<file path="config.mk">
export PLATFORM = sky130hd
export DESIGN_NAME = config_stream_loader
export DESIGN_NICKNAME = d
export VERILOG_FILES = /design/src/rtl/config_stream_loader.sv
export SDC_FILE = /design/constraint.sdc
export NUM_CORES = 1
export LEC_CHECK = 0
export CORE_MARGIN = 5
export CORE_UTILIZATION = 55
export CTS_CLUSTER_SIZE = 8
export DETAILED_ROUTE_END_ITERATION = 8
export GPL_ROUTABILITY_DRIVEN = 0
export GPL_TIMING_DRIVEN = 0
export HOLD_SLACK_MARGIN = 0.05
export PLACE_DENSITY = 0.78
export SETUP_SLACK_MARGIN = 0.5
export SYNTH_ARGS = -nofsm -noshare
export SYNTH_HDL_FRONTEND = slang
export SYNTH_SLANG_ARGS = --single-unit
</file>
<file path="constraint.sdc">
create_clock -name clk_i -period 2.9 [get_ports clk_i]
set_input_delay 0.58 -clock clk_i [delete_from_list [all_inputs] [get_ports clk_i]]
set_output_delay 0.58 -clock clk_i [all_outputs]
set_load 0.005 [all_outputs]
</file>
<file path="src/rtl/config_stream_loader.sv">
// config_stream_loader
// Finds a sync word anywhere in the host byte stream, assembles the following
// bytes into configuration words and strobes them out. A frame ends on a
// terminator word or on inactivity, and a one-byte status goes back to the host.
//
// Byte channel (host -> device) and status channel (device -> host) follow
// valid/ready semantics: a transfer happens on a rising clk_i edge where
// valid and ready are both high. The sender holds valid and data steady
// until that edge. Ready is allowed to depend only on state, never on valid.
module config_stream_loader #(
  parameter int unsigned                WORD_WIDTH     = 32,
  parameter logic [WORD_WIDTH-1:0]      SYNC_WORD      = 32'hFAB0_FAB1,
  parameter logic [WORD_WIDTH-1:0]      END_WORD       = 32'hFAB0_FAB0,
  parameter bit                         MSB_FIRST      = 1'b1,
  parameter int unsigned                TIMEOUT_CYCLES = 1_000_000,
  parameter int unsigned                COUNT_WIDTH    = 16
) (
  input  logic                   clk_i,
  input  logic                   reset_n_i,
  input  logic [7:0]             out_data_i,
  input  logic                   out_valid_i,
  output logic                   out_ready_o,
  output logic [7:0]             in_data_o,
  output logic                   in_valid_o,
  input  logic                   in_ready_i,
  output logic                   word_write_strobe_o,
  output logic [WORD_WIDTH-1:0]  write_data_o,
  output logic                   active_o,
  output logic [COUNT_WIDTH-1:0] word_count_o,
  output logic [1:0]             dbg_state_o
);

  localparam int unsigned BYTES = WORD_WIDTH / 8;
  localparam int unsigned IDX_W = (BYTES > 1) ? $clog2(BYTES) : 1;
  localparam int unsigned TMO_W = $clog2(TIMEOUT_CYCLES + 1);
  localparam logic [IDX_W-1:0] LAST_IDX = IDX_W'(BYTES - 1);
  localparam logic [TMO_W-1:0] TMO_LAST = TMO_W'(TIMEOUT_CYCLES - 1);

  localparam logic [7:0] STATUS_OK      = 8'h4B;  // 'K'
  localparam logic [7:0] STATUS_TIMEOUT = 8'h54;  // 'T'

  typedef enum logic [1:0] {
    S_HUNT = 2'd0,
    S_LOAD = 2'd1,
    S_ACK  = 2'd2
  } state_t;

  state_t                 r_state;
  state_t                 w_state_next;
  logic [WORD_WIDTH-1:0]  r_window;
  logic [WORD_WIDTH-1:0]  r_asm;
  logic [IDX_W-1:0]       r_idx;
  logic [TMO_W-1:0]       r_tmo;
  logic [7:0]             r_status;
  logic                   r_strobe;
  logic [WORD_WIDTH-1:0]  r_wdata;
  logic [COUNT_WIDTH-1:0] r_count;

  logic                   w_accept;
  logic [WORD_WIDTH-1:0]  w_window_next;
  logic [WORD_WIDTH-1:0]  w_assembled;
  logic                   w_last;
  logic                   w_sync_hit;
  logic                   w_end_hit;
  logic                   w_word_done;
  logic                   w_timeout;

  // Handshake decode, sync window shift and assembly byte placement
  always_comb begin
    w_accept = out_valid_i && (r_state != S_ACK);
    if (MSB_FIRST) w_window_next = {r_window[WORD_WIDTH-9:0], out_data_i};
    else           w_window_next = {out_data_i, r_window[WORD_WIDTH-1:8]};
    w_assembled = r_asm;
    for (int i = 0; i < int'(BYTES); i++) begin
      if (r_idx == IDX_W'(i)) begin
        if (MSB_FIRST) w_assembled[WORD_WIDTH-1-8*i -: 8] = out_data_i;
        else           w_assembled[8*i +: 8]              = out_data_i;
      end
    end
    w_last      = (r_idx == LAST_IDX);
    w_sync_hit  = (r_state == S_HUNT) && w_accept && (w_window_next == SYNC_WORD);
    w_end_hit   = (r_state == S_LOAD) && w_accept && w_last && (w_assembled == END_WORD);
    w_word_done = (r_state == S_LOAD) && w_accept && w_last && (w_assembled != END_WORD);
    // A byte arriving in the same cycle beats the timeout.
    w_timeout   = (r_state == S_LOAD) && !w_accept && (r_tmo == TMO_LAST);
  end

  // Next-state logic
  always_comb begin
    w_state_next = r_state;
    case (r_state)
      S_HUNT:  if (w_sync_hit) w_state_next = S_LOAD;
      S_LOAD:  if (w_end_hit || w_timeout) w_state_next = S_ACK;
      S_ACK:   if (in_ready_i) w_state_next = S_HUNT;
      default: w_state_next = S_HUNT;
    endcase
  end

  // State register
  always_ff @(posedge clk_i or negedge reset_n_i) begin
    if (!reset_n_i) r_state <= S_HUNT;
    else            r_state <= w_state_next;
  end

  // Window, assembly, counters, status and word output
  always_ff @(posedge clk_i or negedge reset_n_i) begin
    if (!reset_n_i) begin
      r_window <= '0;
      r_asm    <= '0;
      r_idx    <= '0;
      r_tmo    <= '0;
      r_status <= '0;
      r_strobe <= 1'b0;
      r_wdata  <= '0;
      r_count  <= '0;
    end else begin
      r_strobe <= w_word_done;
      case (r_state)
        S_HUNT: begin
          if (w_sync_hit) begin
            r_window <= '0;
            r_asm    <= '0;
            r_idx    <= '0;
            r_tmo    <= '0;
            r_count  <= '0;
          end else if (w_accept) begin
            r_window <= w_window_next;
          end
        end
        S_LOAD: begin
          if (w_accept) begin
            r_tmo <= '0;
            r_asm <= w_assembled;
            r_idx <= w_last ? '0 : r_idx + IDX_W'(1);
            if (w_word_done) begin
              r_wdata <= w_assembled;
              if (r_count != '1) r_count <= r_count + COUNT_WIDTH'(1);
            end
            if (w_end_hit) r_status <= STATUS_OK;
          end else if (w_timeout) begin
            // The partial word is dropped; assembly restarts on the next frame.
            r_tmo    <= '0;
            r_idx    <= '0;
            r_status <= STATUS_TIMEOUT;
          end else begin
            r_tmo <= r_tmo + TMO_W'(1);
          end
        end
        S_ACK: begin
          if (in_ready_i) r_window <= '0;
        end
        default: ;
      endcase
    end
  end

  assign out_ready_o         = (r_state != S_ACK);
  assign in_valid_o          = (r_state == S_ACK);
  assign in_data_o           = r_status;
  assign active_o            = (r_state == S_LOAD);
  assign word_write_strobe_o = r_strobe;
  assign write_data_o        = r_wdata;
  assign word_count_o        = r_count;
  assign dbg_state_o         = r_state;

endmodule

</file>
==> impl_summary.md <==
Outcome
The flow ran to the end, and the final reports show no timing, DRC or antenna violations.

Setup path
In this design, the stage delay of the slowest critical-path cell is 0.51 ns. Walking the worst path, the cells encountered are clkdlybuf4s50_1 > clkbuf_8 > nand4b_1 > o22ai_2 > nand3_1 > or4_4 > buf_6 > nand2_4 > mux2_2. STA classifies the critical path endpoint as a flop. The slowest cell on the critical path is sky130_fd_sc_hd__clkdlybuf4s50_1. The depth of the worst register-to-register path is 10. The maximum fanout count along the critical path is 10. The startpoint type of the worst setup path is an input port. STA puts the critical path data arrival time at 2.89 ns. By startpoint and endpoint, the worst setup path is classified as input port to flop. The required time of the critical path is 3.20 ns.

Global route
The largest net degree at the start of global routing is 86. The most congested layer reported by global routing is met2. The total overflow left after global routing is 0. The number of global-route vias before repair was 5,941. The first global-routing pass estimated 30.73 mm of wire.

The global routing usage on met2 is 41.49%. For met3 alone, demand over resource in global routing was 7.259%. The number of antenna violations at the first check in global routing came to 0. The overall fraction of global-route tracks in use is 26.97%.

The met1 track demand over resource is 36.56%.

Finish
The number of filler cells placed in the layout is 729. The non-filler instance count after layout is 906. Leaving out fill and tap cells, the most frequent cells in the layout are 129 x sky130_fd_sc_hd__dfrtp_1, 68 x sky130_fd_sc_hd__clkdlybuf4s50_1, 62 x sky130_fd_sc_hd__nand2_1, 59 x sky130_fd_sc_hd__o21ai_0, 39 x sky130_fd_sc_hd__a21oi_2. The fraction of layout instances using a drive strength above 1 is 22.67%. The leading cell type in the layout, fill and taps excluded is sky130_fd_sc_hd__dfrtp_1. From synthesis to final layout, the design area changed by 33.75%. After the last flow step, the layout net total stands at 770. The diode insertion count for antenna repair is 0. The finished cells cover 8613 sq um.

The post-layout utilization of the core is 75.11%.

Placed design
Once placement finished, the instance area stood at 7376 sq um. During placement, the flow inserted port buffers numbering 70. Detailed placement finished with a half-perimeter wire length of 11.86 mm. The number of cells in the design after placement is 861.

Synth
The predominant post-synthesis flop cell is sky130_fd_sc_hd__dfrtp_1. In this run the cell area of the synthesized design comes to 6440 sq um. Yosys printed 0 warnings. The synthesized area per cell is 9.969 sq um.

The number of enable-type register cells in the synthesized netlist is 0. The count of different cell masters after synthesis is 59. The synthesized design contains 132 register bits. The sequential share of the synthesized area is 51.29%. After technology mapping, the gate count stands at 646. After synthesis, the share of flip-flops with an asynchronous set or reset is 100.0%.

Routing
After detailed routing, the number of remaining DRC violations is 0. After detailed routing, the average wire length per cell comes to 21.13 microns. The number of nets with antenna violations after routing is 0. The aggregate routed wire length is 19.14 mm. The overall via count from detail_route is 5,955.

The first-pass iteration count of the detailed router is 7. The via count normalized by instance count is 6.573. The initial DRC count is 778.

Clock network
The cts-stage hold buffer count is 0. For the worst-skew pair, the clock arrives at the later sink with an insertion delay of 0.42 ns. The H-tree was split into 4 levels. The cell chosen for the clock root is sky130_fd_sc_hd__clkbuf_16. Buffers inserted during clock tree synthesis total 17. The total clock sinks is 132. TritonCTS built the clock tree. Clock-pin slew was measured on the worst setup and hold paths at 0.06 ns. No sink is reached through more buffers than the 2 on the longest clock path.

Hold path
The kind of path behind the tightest hold check is input port to asynchronous set/reset pin.

Floorplanning
For this design the top-level I/O count stands at 74. The width of the die is 118.2 microns. The area of the die is 13,970 sq um. The core region is 11,470 sq um.

The initial cell density of the core is 56.16%. In this run the core area contains 39 standard-cell rows. The chip height is 118.2 microns.

Power
IR analysis of the VDD net gives a maximum drop of 347.9 uV. The leakage dissipation is 3.816 nW. The total net switching power is 0.0009575 W. Net switching is 22.44% of the power. The sequential power share is 45.6%. The relative contribution of combinational cells to total power is 5.2%. The design internal power is 0.003309 W. The clock network fraction of design power is 49.2%.

Overall power consumption after layout is estimated at 0.004267 W. Dividing total power by cell area gives a power density of 495.4 nW/um^2.

Timing
The final period utilization is 89.25%. Across the routed clock network, the largest skew measured is 0.01122 ns. At the pin with the least slew margin, the transition time is 0.7988 ns. Setup repair after global routing could not meet its margin everywhere. The time the final worst path needs with I/O delays and setup is 2.588 ns. The number of setup violations in the final report is 0. The headroom to the max-slew limit is 46.75%.

Based on the critical path, the design can be clocked at up to 386.4 MHz. The final count of hold timing violations was 0. The number of max-slew violations in the final report was 0.

Run
The number of maximum-capacitance constraint violations is 0.
[logic make-up (layout without fill, tap and decap cells)]
family                   Yosys count  in the layout  synth area share, %
buffers and inverters             69            185                5.129
flip-flops                       132            132                51.29
multiplexers                      36             36                6.217
other                              1              2              0.05823
adder cells (fa/ha/maj)            6              6                1.166
XOR/XNOR                           2              2               0.2721
AO/OA/AOI/OAI                    210            210                20.05
AND/OR/NAND/NOR                  190            190                15.82
[power by group through the flow]
stage	Combinational, W	Sequential (W)	Clock [W]
4_1_cts	0.000210	0.00194	0.00210
5_1_grt	0.000241	0.00195	0.00219
3_3_place_gp	0.000182	0.00197	0
2_1_floorplan	0.000102	0.00196	0
3_5_place_dp	0.000192	0.00197	0
6_report	0.000221	0.00195	0.00210
[metal layers]
layer	part of all wire [%]	wire (microns)
met3	9.2	1767
met1	41	7795
met4	2.6	500
met5	0	0
met2	47	9078
[per-stage QoR]
stage	setup slack, ns	hold slack [ns]	TNS [ns]
2_1_floorplan	0.4908	0.2844	0
3_3_place_gp	-3.875	0.4501	-569.66
3_5_place_dp	-0.7099	0.4573	-69.44
4_1_cts	0.3250	0.1074	0
5_1_grt	0.2414	0.1258	0
6_report	0.3117	0.08670	0
[flip-flops by register name (all words and copies together) (netlist names)]
signal	flops
r_idx	2
r_asm	32
word_count_o	16
in_data_o	3
r_window	24
r_tmo	20
dbg_state_o	2
write_data_o	32
word_write_strobe_o	1
[cell usage after synthesis (7+ instances only)]
master | n | share of area, %
sky130_fd_sc_hd__dfrtp_1 | 132 | 51
sky130_fd_sc_hd__o21ai_0 | 66 | 5.1
sky130_fd_sc_hd__nand2_1 | 64 | 3.7
sky130_fd_sc_hd__a21oi_1 | 62 | 4.8
sky130_fd_sc_hd__a22o_1 | 31 | 4.2
sky130_fd_sc_hd__clkbuf_1 | 31 | 1.8
sky130_fd_sc_hd__mux2i_1 | 25 | 3.9
sky130_fd_sc_hd__nor2_1 | 23 | 1.3
sky130_fd_sc_hd__inv_1 | 20 | 1.2
sky130_fd_sc_hd__nand3_1 | 18 | 1.4
sky130_fd_sc_hd__a31oi_1 | 16 | 1.6
sky130_fd_sc_hd__nand4_1 | 13 | 1.3
sky130_fd_sc_hd__nor3_1 | 11 | 0.85
sky130_fd_sc_hd__and3_1 | 8 | 0.78
sky130_fd_sc_hd__nor2b_1 | 8 | 0.78
sky130_fd_sc_hd__mux2_4 | 7 | 1.6
[critical path, delay by kind of cell]
family,cells,cell delay (ns)
multiplexers,1,0.35
buffers and inverters,3,0.89
AND/OR/NAND/NOR,4,0.90
AO/OA/AOI/OAI,1,0.16
[what timing repair did]
action,in CTS,in global routing
cloned,1,0
setup buffers,14,0
endpoints found under the setup margin,128,118
resized for setup,102,49
pin swaps,11,1
[worst paths after layout]
path                                               start  slack (ns)                     endpoint
worst min register to register  in_data_o[6]$_DFFE_PN0P_        0.47     in_data_o[6]$_DFFE_PN0P_
min in group clk_i              in_data_o[6]$_DFFE_PN0P_        0.47     in_data_o[6]$_DFFE_PN0P_
worst max-delay path                       out_data_i[4]        0.31  word_count_o[1]$_DFFE_PN0P_
max in group asynchronous                      reset_n_i        2.01   dbg_state_o[0]$_DFFE_PN0P_
worst max register to register      r_idx[1]$_DFFE_PN0P_        0.31  word_count_o[1]$_DFFE_PN0P_
worst min-delay path                           reset_n_i        0.09  write_data_o[3]$_DFFE_PN0P_
[layout make-up]
class | instances | area [sq um] | share of cell area, %
plain buffers | 49 | 410.4 | 4.765
clock buffers | 25 | 485.5 | 5.636
clock inverters | 5 | 75.07 | 0.8716
inverters | 20 | 75.07 | 0.8716
multi-input cells | 446 | 3212 | 37.29
flip-flops and latches | 132 | 3307 | 38.39
well taps | 143 | 178.9 | 2.077
repair buffers | 86 | 869.6 | 10.10
No activity file was read; power rests on OpenSTA's default activity.
